File: src/rtl/viterbi_pkg.sv
// Shared trellis helpers for the register-exchange Viterbi decoder: state count, branch labels.
// Latency: none (constant functions and types only).
// Backpressure: not applicable.
package viterbi_pkg;

    // Default path-metric width; the decoder's PM_W parameter defaults to this.
    localparam int PM_W_DEF = 8;

    // Path metric at the default width.
    typedef logic [PM_W_DEF-1:0] pm_t;

    // Number of trellis states for constraint length k.
    function automatic int ns(input int k);
        return 1 << (k - 1);
    endfunction

    // Encoder output {c1,c0} when bit b enters with state s (newest bit in MSB of s).
    function automatic logic [1:0] enc_out(input int k, input int g0, input int g1,
                                           input int b, input int s);
        int r;
        r = (b << (k - 1)) | s;
        return {^(r & g1), ^(r & g0)};
    endfunction

endpackage

File: src/rtl/viterbi_acs_unit.sv
// Add-compare-select for one trellis state: picks the cheaper of its two predecessors.
// Latency: combinational.
// Backpressure: none; the caller decides when to commit the result.
module viterbi_acs_unit
    import viterbi_pkg::*;
#(
    parameter int PM_W = PM_W_DEF
) (
    input  logic [PM_W-1:0] pm0,
    input  logic [PM_W-1:0] pm1,
    input  logic [1:0]      bm0,
    input  logic [1:0]      bm1,
    input  logic            vld0,
    input  logic            vld1,
    output logic            sel,
    output logic            vld,
    output logic [PM_W-1:0] pm_new
);

    logic [PM_W-1:0] cand0;
    logic [PM_W-1:0] cand1;

    assign cand0 = pm0 + PM_W'(bm0);
    assign cand1 = pm1 + PM_W'(bm1);

    // Ties and an unreachable p1 both fall back to p0; unreachable states carry metric 0.
    assign sel    = vld1 && (!vld0 || (cand1 < cand0));
    assign vld    = vld0 || vld1;
    assign pm_new = !vld ? '0 : (sel ? cand1 : cand0);

endmodule

File: src/rtl/viterbi_re_decoder.sv
// Rate-1/2 hard-decision Viterbi decoder with register-exchange survivors; VITERBI_BEST_STATE_EN selects best-state decode.
// Latency: first out_valid one cycle after the (TB_DEPTH+1)th accepted symbol, then one bit per accept.
// Backpressure: in_ready = !out_valid || out_ready; a stalled output holds the whole trellis.
module viterbi_re_decoder
    import viterbi_pkg::*;
#(
    parameter int             K        = 4,
    parameter logic [K-1:0]   G0       = 4'b1111,
    parameter logic [K-1:0]   G1       = 4'b1101,
    parameter int             PM_W     = PM_W_DEF,
    parameter int             TB_DEPTH = 16
) (
    input  logic       clk,
    input  logic       rst,
    input  logic       clr,
    input  logic       in_valid,
    output logic       in_ready,
    input  logic [1:0] sym,
    output logic       out_valid,
    input  logic       out_ready,
    output logic       out_bit
);

    localparam int NS = ns(K);
    localparam int SW = K - 1;
    localparam int FW = $clog2(TB_DEPTH + 1);

    logic [PM_W-1:0]     pm       [NS];
    logic [PM_W-1:0]     pm_acs   [NS];
    logic [PM_W-1:0]     pm_nxt   [NS];
    logic [TB_DEPTH-1:0] surv     [NS];
    logic [TB_DEPTH-1:0] surv_nxt [NS];
    logic [NS-1:0]       pm_vld;
    logic [NS-1:0]       vld_acs;
    logic [NS-1:0]       psel;
    logic [FW-1:0]       fill_cnt;
    logic [SW-1:0]       sel;
    logic                accept;
    logic                emit;
    logic                all_msb;

    assign in_ready = !out_valid || out_ready;
    assign accept   = in_valid && in_ready;
    assign emit     = accept && (fill_cnt == FW'(TB_DEPTH));

    // Target t is reached from {t[K-3:0],0} and {t[K-3:0],1} with input bit t[K-2].
    for (genvar t = 0; t < NS; t++) begin : g_state
        localparam int          P0 = (2 * t) % NS;
        localparam int          P1 = P0 + 1;
        localparam int          B  = t / (NS / 2);
        localparam logic [1:0]  E0 = enc_out(K, int'(G0), int'(G1), B, P0);
        localparam logic [1:0]  E1 = enc_out(K, int'(G0), int'(G1), B, P1);

        logic [1:0] d0;
        logic [1:0] d1;
        logic [1:0] bm0;
        logic [1:0] bm1;

        assign d0  = sym ^ E0;
        assign d1  = sym ^ E1;
        assign bm0 = {1'b0, d0[1]} + {1'b0, d0[0]};
        assign bm1 = {1'b0, d1[1]} + {1'b0, d1[0]};

        viterbi_acs_unit #(.PM_W(PM_W)) u_acs (
            .pm0    (pm[P0]),
            .pm1    (pm[P1]),
            .bm0    (bm0),
            .bm1    (bm1),
            .vld0   (pm_vld[P0]),
            .vld1   (pm_vld[P1]),
            .sel    (psel[t]),
            .vld    (vld_acs[t]),
            .pm_new (pm_acs[t])
        );

        assign pm_nxt[t]   = all_msb ? {1'b0, pm_acs[t][PM_W-2:0]} : pm_acs[t];
        assign surv_nxt[t] = {(psel[t] ? surv[P1][TB_DEPTH-2:0] : surv[P0][TB_DEPTH-2:0]), 1'(B)};
    end

    // Rebase metrics once every reachable state has crossed the half-range mark.
    always_comb begin
        all_msb = 1'b1;
        for (int t = 0; t < NS; t++) begin
            if (vld_acs[t] && !pm_acs[t][PM_W-1]) begin
                all_msb = 1'b0;
            end
        end
    end

`ifdef VITERBI_BEST_STATE_EN
    logic [PM_W-1:0] best_pm;

    // Argmin over reachable pre-update metrics; state 0 is always reachable so it seeds the search.
    always_comb begin
        sel     = '0;
        best_pm = pm[0];
        for (int t = 1; t < NS; t++) begin
            if (pm_vld[t] && (pm[t] < best_pm)) begin
                sel     = SW'(t);
                best_pm = pm[t];
            end
        end
    end
`else
    assign sel = '0;
`endif

    // Trellis state: metrics, reachability, survivors and fill count advance only on accept.
    always_ff @(posedge clk or negedge rst) begin
        if (!rst) begin
            for (int t = 0; t < NS; t++) begin
                pm[t]   <= '0;
                surv[t] <= '0;
            end
            pm_vld   <= NS'(1);
            fill_cnt <= '0;
        end else if (clr) begin
            for (int t = 0; t < NS; t++) begin
                pm[t]   <= '0;
                surv[t] <= '0;
            end
            pm_vld   <= NS'(1);
            fill_cnt <= '0;
        end else if (accept) begin
            for (int t = 0; t < NS; t++) begin
                pm[t]   <= pm_nxt[t];
                surv[t] <= surv_nxt[t];
            end
            pm_vld <= vld_acs;
            if (fill_cnt != FW'(TB_DEPTH)) begin
                fill_cnt <= fill_cnt + FW'(1);
            end
        end
    end

    // Output holding register; a fresh decision wins over a same-cycle drain.
    always_ff @(posedge clk or negedge rst) begin
        if (!rst) begin
            out_valid <= 1'b0;
            out_bit   <= 1'b0;
        end else if (clr) begin
            out_valid <= 1'b0;
            out_bit   <= 1'b0;
        end else if (emit) begin
            out_valid <= 1'b1;
            out_bit   <= surv[sel][TB_DEPTH-1];
        end else if (out_ready) begin
            out_valid <= 1'b0;
        end
    end

endmodule

File: config.mk
export PLATFORM = sky130hd
export DESIGN_NAME = viterbi_re_decoder
export DESIGN_NICKNAME = d
export VERILOG_FILES = /design/src/rtl/viterbi_pkg.sv /design/src/rtl/viterbi_acs_unit.sv /design/src/rtl/viterbi_re_decoder.sv
export SDC_FILE = /design/constraint.sdc
export NUM_CORES = 1
export LEC_CHECK = 0
export BUFFER_PORTS_ARGS = -buffer_cell sky130_fd_sc_hd__buf_2
export CAP_MARGIN = 20
export CORE_ASPECT_RATIO = 0.5
export CORE_MARGIN = 1
export CORE_UTILIZATION = 30
export CTS_CLUSTER_SIZE = 30
export DETAILED_ROUTE_END_ITERATION = 16
export PLACE_DENSITY_LB_ADDON = 0.08
export SYNTH_ARGS = -nofsm -noshare
export SYNTH_HDL_FRONTEND = slang
export SYNTH_HIERARCHICAL = 1
export SYNTH_SLANG_ARGS = --single-unit
File: constraint.sdc
create_clock -name clk -period 4.9 [get_ports clk]
set_input_delay 0 -clock clk [delete_from_list [all_inputs] [get_ports clk]]
set_output_delay 0 -clock clk [all_outputs]
set_load 0.03 [all_outputs]
; ---- Yosys cells after proc, flatten, opt, wreduce, memory -nomap -nowiden
; Index checks and enable logic that the tools add are counted.
[totals]
reg_bits = 200
in_bits = 7
output_inout_bits = 3
elab_cells = 157
[classes]
n_addsub = 21
magnitude_cmp = 8
n_eq_ne = 2
mux = 54
bitwise_logic = 3
reduce_logical = 49
[op_table]
columns = cell, n
row1 = 128-bit two-way mux, 2
row2 = 8-bit two-way mux, 26
row3 = 8-bit by 2-bit adder with 8-bit output, 16
row4 = 64-bit two-way mux, 2
row5 = 15-bit two-way mux, 8
row6 = 8-bit less-than comparator, 8
row7 = 1-bit logical AND, 18
row8 = 5-bit two-way mux, 3
row9 = 1-bit zero test, 13
row10 = 1-bit logical OR, 13
row11 = 1-bit two-way mux, 13
row12 = 1-bit by 1-bit adder with 2-bit output, 4
row13 = 2-bit nonzero test, 3
row14 = "5-bit by 1-bit adder with 5-bit output, second input constant", 1
row15 = "5-bit equality test, second input constant", 1
row16 = "5-bit inequality test, second input constant", 1
row17 = 3-bit nonzero test, 1
row18 = 1-bit NOT, 2
row19 = 2-bit NOT, 1
row20 = 2-bit AND reduction, 1

; ---- Logic depth before layout (Yosys ltp)
; Gate-level depths: netlist of the first run.
[depth]
ltp_word = 21
depth_mapped = 16
mapped_depth_nobuf = 15

; ---- Hierarchy
; Netlist of the first run, hierarchy kept.
[modules_own_cells]
columns = mod, n_inst, cells_each, area_each_um2, seq_area_each_um2
row1 = viterbi_re_decoder, 1, 770, 8272.9, 4305.4
row2 = viterbi_acs_unit, 8, 84, 663.1, 0.0

; ---- Least setup slack after synthesis of the first run
; No wires, ideal clock.
[synth_path]
kind = input port to flip-flop
start = input port sym[0]
end = register pm[15] (netlist name)
setup_ps = 121
arrival_time_ps = 3869
slack_ps = 910
path_stages = 16
cell_sequence = inv_1 > ha_1 > inv_1 > ha_1 > fa_1 > and3b_1 > or2_2 > ha_1 > and4_4 > and3_1 > a221o_1 > buf_6 > o32ai_1 > o2111ai_2 > o41a_1 > a22o_2
[synth_via]
word_cells_on_any_way = 89
cone_classes = add/sub (20) / order compare (8) / mux (27) / bitwise (2) / reduce/logical (32)
[synth_lines]
columns = item, line
row1 = from (decl), viterbi_re_decoder.sv:18  ; input logic [1:0] sym,
row2 = 1-bit by 1-bit adder with 2-bit output (*), viterbi_re_decoder.sv:61  ; assign bm0 = {1'b0, d0[1]} + {1'b0, d0[0]};
row3 = named net g_state[0].bm0[0], viterbi_re_decoder.sv:56  ; logic [1:0] bm0;
row4 = 8-bit by 2-bit adder with 8-bit output, viterbi_acs_unit.sv:23  ; assign cand0 = pm0 + PM_W'(bm0);
row5 = 8-bit less-than comparator, viterbi_acs_unit.sv:27  ; assign sel = vld1 && (!vld0 || (cand1 < cand0));
row6 = 1-bit logical OR, viterbi_acs_unit.sv:27
row7 = 1-bit logical AND, viterbi_acs_unit.sv:27
row8 = 8-bit two-way mux (2 in series), viterbi_acs_unit.sv:29  ; assign pm_new = !vld ? '0 : (sel ? cand1 : cand0);
row9 = 1-bit zero test, viterbi_re_decoder.sv:84  ; if (vld_acs[t] && !pm_acs[t][PM_W-1]) begin
row10 = 1-bit logical AND, viterbi_re_decoder.sv:84
row11 = 1-bit two-way mux (8 in series), viterbi_re_decoder.sv:84
row12 = 8-bit two-way mux (*), viterbi_re_decoder.sv:76  ; assign pm_nxt[t] = all_msb ? {1'b0, pm_acs[t][PM_W-2:0]} : pm_acs[t];
row13 = 64-bit two-way mux (*), viterbi_re_decoder.sv:124  ; end else if (accept) begin
row14 = 64-bit two-way mux (*), viterbi_re_decoder.sv:117  ; end else if (clr) begin
row15 = "to (signal, indexed assignment)", viterbi_re_decoder.sv:126  ; pm[t] <= pm_nxt[t];
row16 = to (decl), viterbi_re_decoder.sv:28  ; logic [PM_W-1:0] pm [NS];
; The timed path passes the listed nets; every way through them passes the cells marked *. The select of a mux whose other input is x is not followed.
; A chain may end at the register's enable or synchronous reset.

==> flow_summary.ini, run 1 <==
[synth]
yosys_warnings = 6
syn-num-nets = 1559
postSynthAreaPerCell_sq_um = 9.42
netlist_area_sq_um = 13600
synth_edf_count = 0
synth_seq_area_share_pct = 31.7
ys_types = 52
synth-main-ff-cell = dfrtp_1
synthArstFlopShare_pct = 100
syn-instance-count = 1442
ys_ff_latch = 172

[clocking]
cts.sinks = 172
clock_tree.root_cell = clkbuf_16
cts_resized = 0
cts.path.max_buffers = 2
clk_pin_slew_ns = 0.08
htreeDepth = 4
insertion_delay_ns = 0.46
numCtsBuffers = 17
post_cts_buffers = 0
cts_tree = yes

[floorplan]
num_io_pins = 10
die_h_um = 152
core_sq_um = 44100
die_area_sq_um = 46200
fp.dieW_um = 303
initial_core_util_pct = 30.8
rows = 54

[layout]
nets = 1534
fin_util_pct = 33.3
num-fill-cells = 4561
final_common_cell = nand2_1
area_delta_synth_final_pct = 8.25
diodes = 0
final_cell_mix = 216 x nand2_1, 171 x dfrtp_1, 109 x a21oi_1
seq_area_sq_um = 4310
drive_gt1_share_pct = 17.0
multiInputGateArea_sq_um = 8620

[routing]
num_vias = 10500
viasPerCell = 5.22
wire_per_inst_um = 18.9
dr.pass1.iters = 5
ant_nets = 0
drc = 0
drt_iter0_drc = 709
routed_wl_mm = 38.2

[critical_path]
criticalPathCategory = reg2reg
crit_arrival_ns = 4.59
end_kind = flip-flop
r2r_slack_ns = 0.65
critPathMaxFanout = 9
worstPathRequired_ns = 5.24
crit_path_start_kind = flip-flop

[run]
maxCapViolCount = 0

[timing]
fin_crit_sh_pct = 86.6
finalSetupViolCount = 0
final.min_clock_period_ns = 4.25
hold_viol = 0
final_max_slew_viol_count = 0
max_freq_ghz = 0.236
grt_setup_unrepaired = false
worstMarginPinSlew_ns = 0.977
fin_skew_ns = 0.0174
setup_tns_ns = 0
slew_headroom_pct = 34.6
whs_ns = 0.169

[placement]
dp_hpwl_mm = 27.3
gp_congestion = 0.813
io_buffer_count = 9

[hold_path]
min_path_type = in2async

[global_routing]
grt_pass1_wl_mm = 62.4
grtUsageTotal_pct = 17.2
antenna_found_initial = 0
grt-ovfl-total = 0
first_global_vias = 10700
grt_max_degree = 88

[status]
status = finished clean

[power]
leakage_uw = 0.00598
peakVddDrop_v = 0.000208
powerDensity_nw_per_um2 = 237
synthesized netlist by cell type (32+ instances only):
| master | number | share of area [%] |
|---|---|---|
| a211oi_2 | 81 | 7.5 |
| a21oi_1 | 109 | 4.0 |
| dfrtp_1 | 171 | 32 |
| ha_1 | 94 | 8.7 |
| inv_1 | 32 | 0.88 |
| mux2i_1 | 81 | 6.0 |
| nand2_1 | 217 | 6.0 |
| nand3_1 | 43 | 1.6 |
| nor2_1 | 87 | 2.4 |
| o21ai_0 | 33 | 1.2 |
| o32ai_1 | 56 | 3.6 |
| or2_2 | 40 | 1.8 |
| xor2_1 | 51 | 3.3 |
critical path: stages, from the launching register on:
cell and delay [ns]:
dfrtp_1 0.43, ha_1 0.26, fa_1 0.44, and3b_1 0.21, or2_2 0.28, ha_1 0.30
and4_4 0.21, and3_1 0.18, a221o_1 0.45, o32ai_1 0.32, o22ai_1 0.23, o41a_1 0.53
a22o_2 0.30
repair_timing:
item	CTS	global route
hold buffers	4	0
setup endpoints to repair	0	0
endpoints found under the hold margin	117	0
layer usage:
layer / up-vias / GRT usage [%] / routed length [um]
met5: - / 0 / 0
met3: 19 / 2.32 / 895
met2: 105 / 26.0 / 16600
met4: 0 / 3.78 / 384
met1: 5208 / 25.7 / 20200
li1: 5194 / - / -
final cells by class:
type | instances | share of cell area, %
well taps | 588 | 5.01
clock inverters | 14 | 1.15
inverters | 32 | 0.817
clock buffers | 18 | 2.99
flip-flops and latches | 172 | 29.3
multi-input cells | 1157 | 58.7
repair buffers | 37 | 2.08
metrics by stage:
step	std cells	cell area, sq um	worst slack, ns	power, uW
after floorplan	1442	13600	0.910	1960
after global placement	1982	14000	0.449	2100
after detailed placement	1982	14000	0.403	2110
after CTS	2018	14700	0.648	3560
after global routing	2018	14700	0.476	3680
final	2018	14700	0.654	3490
sequential cells by signal, summed over array words and instances (netlist names):
| register | cells |
|---|---|
| surv | 93 |
| pm | 64 |
| pm_vld | 8 |
| fill_cnt | 5 |
| out_bit | 1 |
| out_valid | 1 |
where the power goes:
group | internal [uW] | switching [uW]
combinational | 194 | 352
clock | 708 | 705
sequential | 1470 | 60.9
total | 2370 | 1120
final timing paths:
path,from,endpoint,cells past startpoint
worst min register to register,surv[0],surv[0],2
min in group clk,out_ready,fill_cnt[2],5
worst max register to register,pm[16],pm[15],12
worst min-delay path,rst,surv[107],2
worst max-delay path,pm[16],pm[15],12
max in group asynchronous,rst,pm[26],3
cell families (layout without fill, tap and decap cells):
family | Yosys count | after routing | share of synthesized area (%)
xor gates and xnor gates | 68 | 68 | 4.39
adders and majority gates | 110 | 110 | 11.0
muxes | 81 | 81 | 5.97
and+or+nand+nor | 510 | 510 | 18.5
AOI/OAI and AO/OA | 388 | 388 | 23.6
DFF | 172 | 172 | 31.7
buffers and inverters | 113 | 101 | 4.82
No activity file was read; power rests on OpenSTA's default activity.
==> inputs of run 2 (changes only) <==
Settings changed: ABC_AREA set to 1, CORE_ASPECT_RATIO 0.5 to 2.
==> run 2 against run 1 <==
Compared with the run above:
- register-to-register slack improved by 0.32 ns
- combinational power decreased by 7.1%
- count of clock-buffer cells in the layout is the same
- sequential share of layout area up 1.0 points
- synthesized area fell by 3.4%
- fmax grew 8.2%
- total power down 1.3%
- final cell count increased by 14%
- clock skew is 0.0044 ns lower
- via count is 3.9% higher
- largest power group unchanged
==> flow_summary.ini, run 2 <==
[clocking]
numCtsBuffers = 17
clock_tree.root_cell = clkbuf_16
cts_tree = yes
cts.sinks = 172
clk_pin_slew_ns = 0.08
insertion_delay_ns = 0.47
htreeDepth = 4
cts.path.max_buffers = 2

[layout]
fin_util_pct = 32.8
reg.largest.list = surv (93), pm (64), pm_vld (8)
largest_reg_flops = 93
drive_gt1_share_pct = 10.3
regMostFlops = surv
final_cell_mix = 595 x nand2_1, 179 x nand3_1, 171 x dfrtp_1
area_delta_synth_final_pct = 8.24
nets = 1858
seq_area_sq_um = 4310
final_common_cell = nand2_1
num-fill-cells = 4732
multiInputGateArea_sq_um = 7740
diodes = 0

[synth]
synth.largest_area_cell = dfrtp_1
synthArstFlopShare_pct = 100
ys_ff_latch = 172
synth_seq_area_share_pct = 32.8
muxShareOfSynthArea_pct = 0.763
post-synth-top-count-cell = nand2_1
syn-instance-count = 1758
ys_types = 36
synthTopCellsByCount = 595 x nand2_1, 179 x nand3_1, 171 x dfrtp_1, 158 x inv_1, 94 x ha_1
syn-num-nets = 1875
netlist_area_sq_um = 13100
synth_top_family_by_area = simple AND/OR/NAND/NOR gates
synth_compound_area_share_pct = 8.61
synth.top_cell.area_share_pct = 32.6
synth_fa_ha_area_share_pct = 11.4
synth_edf_count = 0
postSynthAreaPerCell_sq_um = 7.46
yosys_warnings = 6
yosys.area_share.xor_xnor_pct = 6.94
yosys.area_share.simple_pct = 31.3
synth-main-ff-cell = dfrtp_1
synth_area_leaders = dfrtp_1 33%, nand2_1 17%, ha_1 9.0%

[routing]
routed_wl_mm = 41.4
ant_nets = 0
route.met2.wl_mm = 24.7
viasPerCell = 4.75
dr.pass1.iters = 5
wire_per_inst_um = 18.0
drc = 0
top_layer = met4
wl_met3_um = 385
drt_iter0_drc = 398
met1_length_mm = 14.9
num_vias = 10900

[timing]
whs_ns = 0.00844
final.min_clock_period_ns = 3.93
grt_setup_unrepaired = false
final_max_slew_viol_count = 0
slew_headroom_pct = 36.6
finalSetupViolCount = 0
fin_skew_ns = 0.0130
setup_tns_ns = 0
worstMarginPinSlew_ns = 0.951
fin_crit_sh_pct = 80.1
max_freq_ghz = 0.255
hold_viol = 0

[critical_path]
end_kind = flip-flop
r2r_slack_ns = 0.97
criticalPathCategory = reg2reg
critPathMaxFanout = 18
worstPathRequired_ns = 5.24
crit_path_start_kind = flip-flop
crit_arrival_ns = 4.27
reg2reg_to = surv[57]
worstRegToRegCells = 17
r2r_start = pm[56]

[global_routing]
grt-ovfl-total = 0
antenna_found_initial = 0
grt_pass1_wl_mm = 64.8
grt_max_degree = 146
first_global_vias = 11300
grtUsageTotal_pct = 19.5

[power]
swShare_pct = 31.3
combPwrFrac_pct = 14.7
powerDensity_nw_per_um2 = 243
p_int_uw = 2360
switchingPower_uw = 1080
leakage_uw = 0.00765
peakVddDrop_v = 0.000162
p_clk_share_pct = 41.9
p_seq_share_pct = 43.4

[floorplan]
core_sq_um = 43200
fp.dieW_um = 150
initial_core_util_pct = 30.3
num_io_pins = 10
die_h_um = 298
rows = 108
die_area_sq_um = 44600

[run]
maxCapViolCount = 0

[placement]
io_buffer_count = 9
gp_congestion = 0.843
dp_hpwl_mm = 31.1

[hold_path]
min_path_type = in2async

[status]
status = finished clean
[run 2: cell count changes in the layout (fill, tap and decap cells not counted), sizes merged, moves of 86 or more]
cell    delta
nand2    +408
nand3    +137
inv      +133
a21oi     -91
a211oi    -89
o21ai     +86
[run 2: cells by family (layout without fill, tap and decap cells)]
kind of cell / count (synthesis) / count (layout)
simple gates: 947 / 947
flops: 172 / 172
compound gates: 187 / 187
fa+ha+maj: 110 / 110
xor+xnor: 97 / 97
mux: 10 / 10
buf+inv: 235 / 231
[run 2: area by class of cell]
| type | count | share of cell area (%) |
|---|---|---|
| clock buffer | 18 | 3.02 |
| clock inverter | 14 | 1.15 |
| inverter | 172 | 4.57 |
| multi-input combinational | 1351 | 54.6 |
| sequential | 172 | 30.3 |
| tap | 550 | 4.85 |
| timing repair buffer | 27 | 1.51 |
[run 2: power groups by stage]
stage	logic [uW]	clock network, uW	registers (uW)
after floorplan	371	0	1500
after global placement	514	0	1520
after detailed placement	516	0	1520
after CTS	522	1490	1490
after global routing	578	1530	1500
final	507	1440	1490
[run 2: worst max-delay path by stage]
stage / startpoint / depth (start not counted) / endpoint / slack, ns
after floorplan: sym[0] / 21 / surv[36] / 1.61
after CTS: pm[56] / 17 / surv[57] / 0.88
after global placement: sym[0] / 21 / surv[44] / 0.54
after detailed placement: sym[0] / 21 / surv[44] / 0.51
after global routing: sym[0] / 21 / surv[37] / 0.66
final: pm[56] / 17 / surv[57] / 0.97
[run 2: metal layers]
layer | up-vias | track usage [%]
li1 | 5599 | -
met5 | - | 0
met2 | 86 | 40.1
met4 | 0 | 8.54
met1 | 5196 | 18.7
met3 | 57 | 1.85
[run 2: repair_timing]
item,in CTS,in global routing
hold buffers,5,0
buffers inserted,0,0
gates resized for setup,0,0
hold endpoints to repair,39,0
[run 2: critical path, stage by stage (launching register included)]
cell,delay [ns]
dfrtp_1,0.41
ha_1,0.23
fa_1,0.40
nand2_1,0.09
nor2_2,0.05
nand3_1,0.07
xor2_1,0.29
ha_1,0.29
nand2_1,0.09
nor2_1,0.06
nor3_2,0.10
nand2_1,0.10
nand2_2,0.18
nand2_4,0.12
inv_1,0.18
clkinv_1,0.53
o21ai_0,0.50
o21ai_2,0.10
[run 2: through the flow]
| stage | power [uW] | instance area [sq um] | worst slack [ns] | instances |
|---|---|---|---|---|
| 6_report | 3440 | 14200 | 0.974 | 2304 |
| 5_1_grt | 3610 | 14200 | 0.663 | 2304 |
| 2_1_floorplan | 1870 | 13100 | 1.61 | 1758 |
| 3_3_place_gp | 2040 | 13500 | 0.543 | 2267 |
| 4_1_cts | 3510 | 14200 | 0.875 | 2304 |
| 3_5_place_dp | 2040 | 13500 | 0.505 | 2267 |
==> inputs of run 3 (changes only) <==
Clock period 4.9 ns to 4.1 ns, I/O delays scaled along.
==> run 3 against run 2 <==
Compared with the run above:
- highest routed layer unchanged
- final cell count grew 0.65%
- combinational power grew 24%
- largest power group is now clock
- largest cell class unchanged
- first-iteration DRC count shrank 3.5%
- cell area increased by 1.3%
- fmax grew 6.8%
- critical path type unchanged
- die area is the same
- critical endpoint is now surv[124]
- non-clock buffer count rose by 15
- flip-flop and latch count is the same
- setup slack got worse by 0.55 ns
==> flow_summary.ini, run 3 (synthesis gave the netlist of run 2 again) <==
[floorplan]
die_h_um = 298
initial_core_util_pct = 30.3
num_io_pins = 10
core_sq_um = 43200
fp.dieW_um = 150
rows = 108
die_area_sq_um = 44600

[layout]
seq_area_sq_um = 4310
diodes = 0
num-fill-cells = 4683
nets = 1873
largest_reg_flops = 93
drive_gt1_share_pct = 11.1
final_common_cell = nand2_1
multiInputGateArea_sq_um = 7740
reg.largest.list = surv (93), pm (64), pm_vld (8)
final_cell_mix = 595 x nand2_1, 179 x nand3_1, 171 x dfrtp_1
regMostFlops = surv
area_delta_synth_final_pct = 9.68

[critical_path]
cp.buffers_inverters = 3
cp_cell_sequence = ha_1 -> fa_1 -> nand3_1 -> nand3b_1 -> xor2_1 -> inv_2 -> ha_1 -> nand2_1 -> nor2_1 -> nor3_2 -> nand2_1 -> nand2_2 -> nand2_4 -> inv_1 -> inv_1 -> o21ai_0 -> o22ai_1
worstPathRequired_ns = 4.40
crit_path_start_kind = flip-flop
critPathMaxStageDelay_ns = 0.43
criticalPathCategory = reg2reg
end_kind = flip-flop
crit_slowest_cell = dfrtp_1
critPathMaxFanout = 22
worst_path_dominant_cell_family = adder cells
crit_arrival_ns = 3.98

[timing]
fin_skew_ns = 0.0212
hold_viol = 0
grt_setup_unrepaired = true
final_max_slew_viol_count = 0
fin_crit_sh_pct = 89.6
max_freq_ghz = 0.272
final.min_clock_period_ns = 3.68
layout_setup_ws_ns = 0.424
whs_ns = 0.103
worstMarginPinSlew_ns = 0.943
finalSetupViolCount = 0
slew_headroom_pct = 37.1

[placement]
gp_congestion = 0.826
io_buffer_count = 9
dp_hpwl_mm = 30.6
place_worst_setup_slack_ns = 0.136

[routing]
viasPerCell = 4.77
drt_iter0_drc = 384
dr.pass1.iters = 5
drc = 0
wire_per_inst_um = 17.8
routed_wl_mm = 41.2
ant_nets = 0
num_vias = 11100

[global_routing]
grt-ovfl-total = 0
grtUsageTotal_pct = 19.5
grt_pass1_wl_mm = 65.3
first_global_vias = 11300
antenna_found_initial = 0
grt_max_degree = 87

[clocking]
cts.sinks = 172
clk_pin_slew_ns = 0.08
numCtsBuffers = 17
post_cts_buffers = 0
htreeDepth = 4
insertion_delay_ns = 0.46
cts.path.max_buffers = 2
clock_tree.root_cell = clkbuf_16
cts_resized = 0
cts_tree = yes

[hold_path]
min_path_type = in2reg

[power]
leakage_uw = 0.00775
powerDensity_nw_per_um2 = 296
peakVddDrop_v = 0.000209

[run]
maxCapViolCount = 0

[status]
status = finished clean
run 3: path summary, 6_finish.rpt:
check | to | slack [ns] | depth (start not counted) | start
min reg2reg | surv[108] | 0.48 | 2 | surv[108]
max reg2reg | surv[124] | 0.42 | 17 | pm[48]
min | surv[12] | 0.10 | 4 | in_valid
max | surv[124] | 0.42 | 17 | pm[48]
min in group asynchronous | pm[3] | 0.19 | 2 | rst
max in group asynchronous | surv[10] | 2.76 | 3 | rst
run 3: per-stage QoR:
| stage | std cells | TNS (ns) | util [%] | power [uW] | area (sq um) |
|---|---|---|---|---|---|
| 2_1_floorplan | 1758 | 0 | - | 2230 | 13100 |
| 6_report | 2319 | 0 | 33.3 | 4250 | 14400 |
| 3_5_place_dp | 2283 | 0 | 31.7 | 2470 | 13700 |
| 3_3_place_gp | 2283 | 0 | 31.7 | 2470 | 13700 |
| 4_1_cts | 2319 | 0 | 33.3 | 4350 | 14400 |
| 5_1_grt | 2319 | -0.00612 | 33.3 | 4470 | 14400 |
run 3: cell type report:
class	instances	area share (%)
multi-input combinational	1351	53.8
sequential	172	29.9
tap	550	4.79
inverter	172	4.51
clock buffer	19	3.01
timing repair buffer	42	2.51
clock inverter	13	1.40
run 3: where the power goes:
group / internal, uW / total (uW) / switching (uW) / leakage [uW]
clock network: 1040 / 1830 / 794 / 0.000303
registers: 1730 / 1790 / 60.7 / 0.00238
logic: 199 / 627 / 427 / 0.00506
total: 2970 / 4250 / 1280 / 0.00775
run 3: per-layer routing:
metal / wire [um] / GRT usage, % / vias up
met5: 0 / 0 / -
met4: 1020 / 6.93 / 0
met3: 482 / 1.91 / 41
met2: 24400 / 39.5 / 84
met1: 15300 / 19.7 / 5314
li1: - / - / 5616
run 3: worst register-to-register path: stages (launching register included):
cell and delay [ns]:
dfrtp_1 0.43, ha_1 0.24, fa_1 0.41, nand3_1 0.12, nand3b_1 0.13, xor2_1 0.22
inv_2 0.07, ha_1 0.27, nand2_1 0.08, nor2_1 0.06, nor3_2 0.10, nand2_1 0.08
nand2_2 0.19, nand2_4 0.15, inv_1 0.22, inv_1 0.31, o21ai_0 0.32, o22ai_1 0.12
run 3: what timing repair did:
action / 4_1_cts / 5_1_grt
setup endpoints to repair: 0 / 1
hold endpoints to repair: 89 / 0
hold buffers: 4 / 0
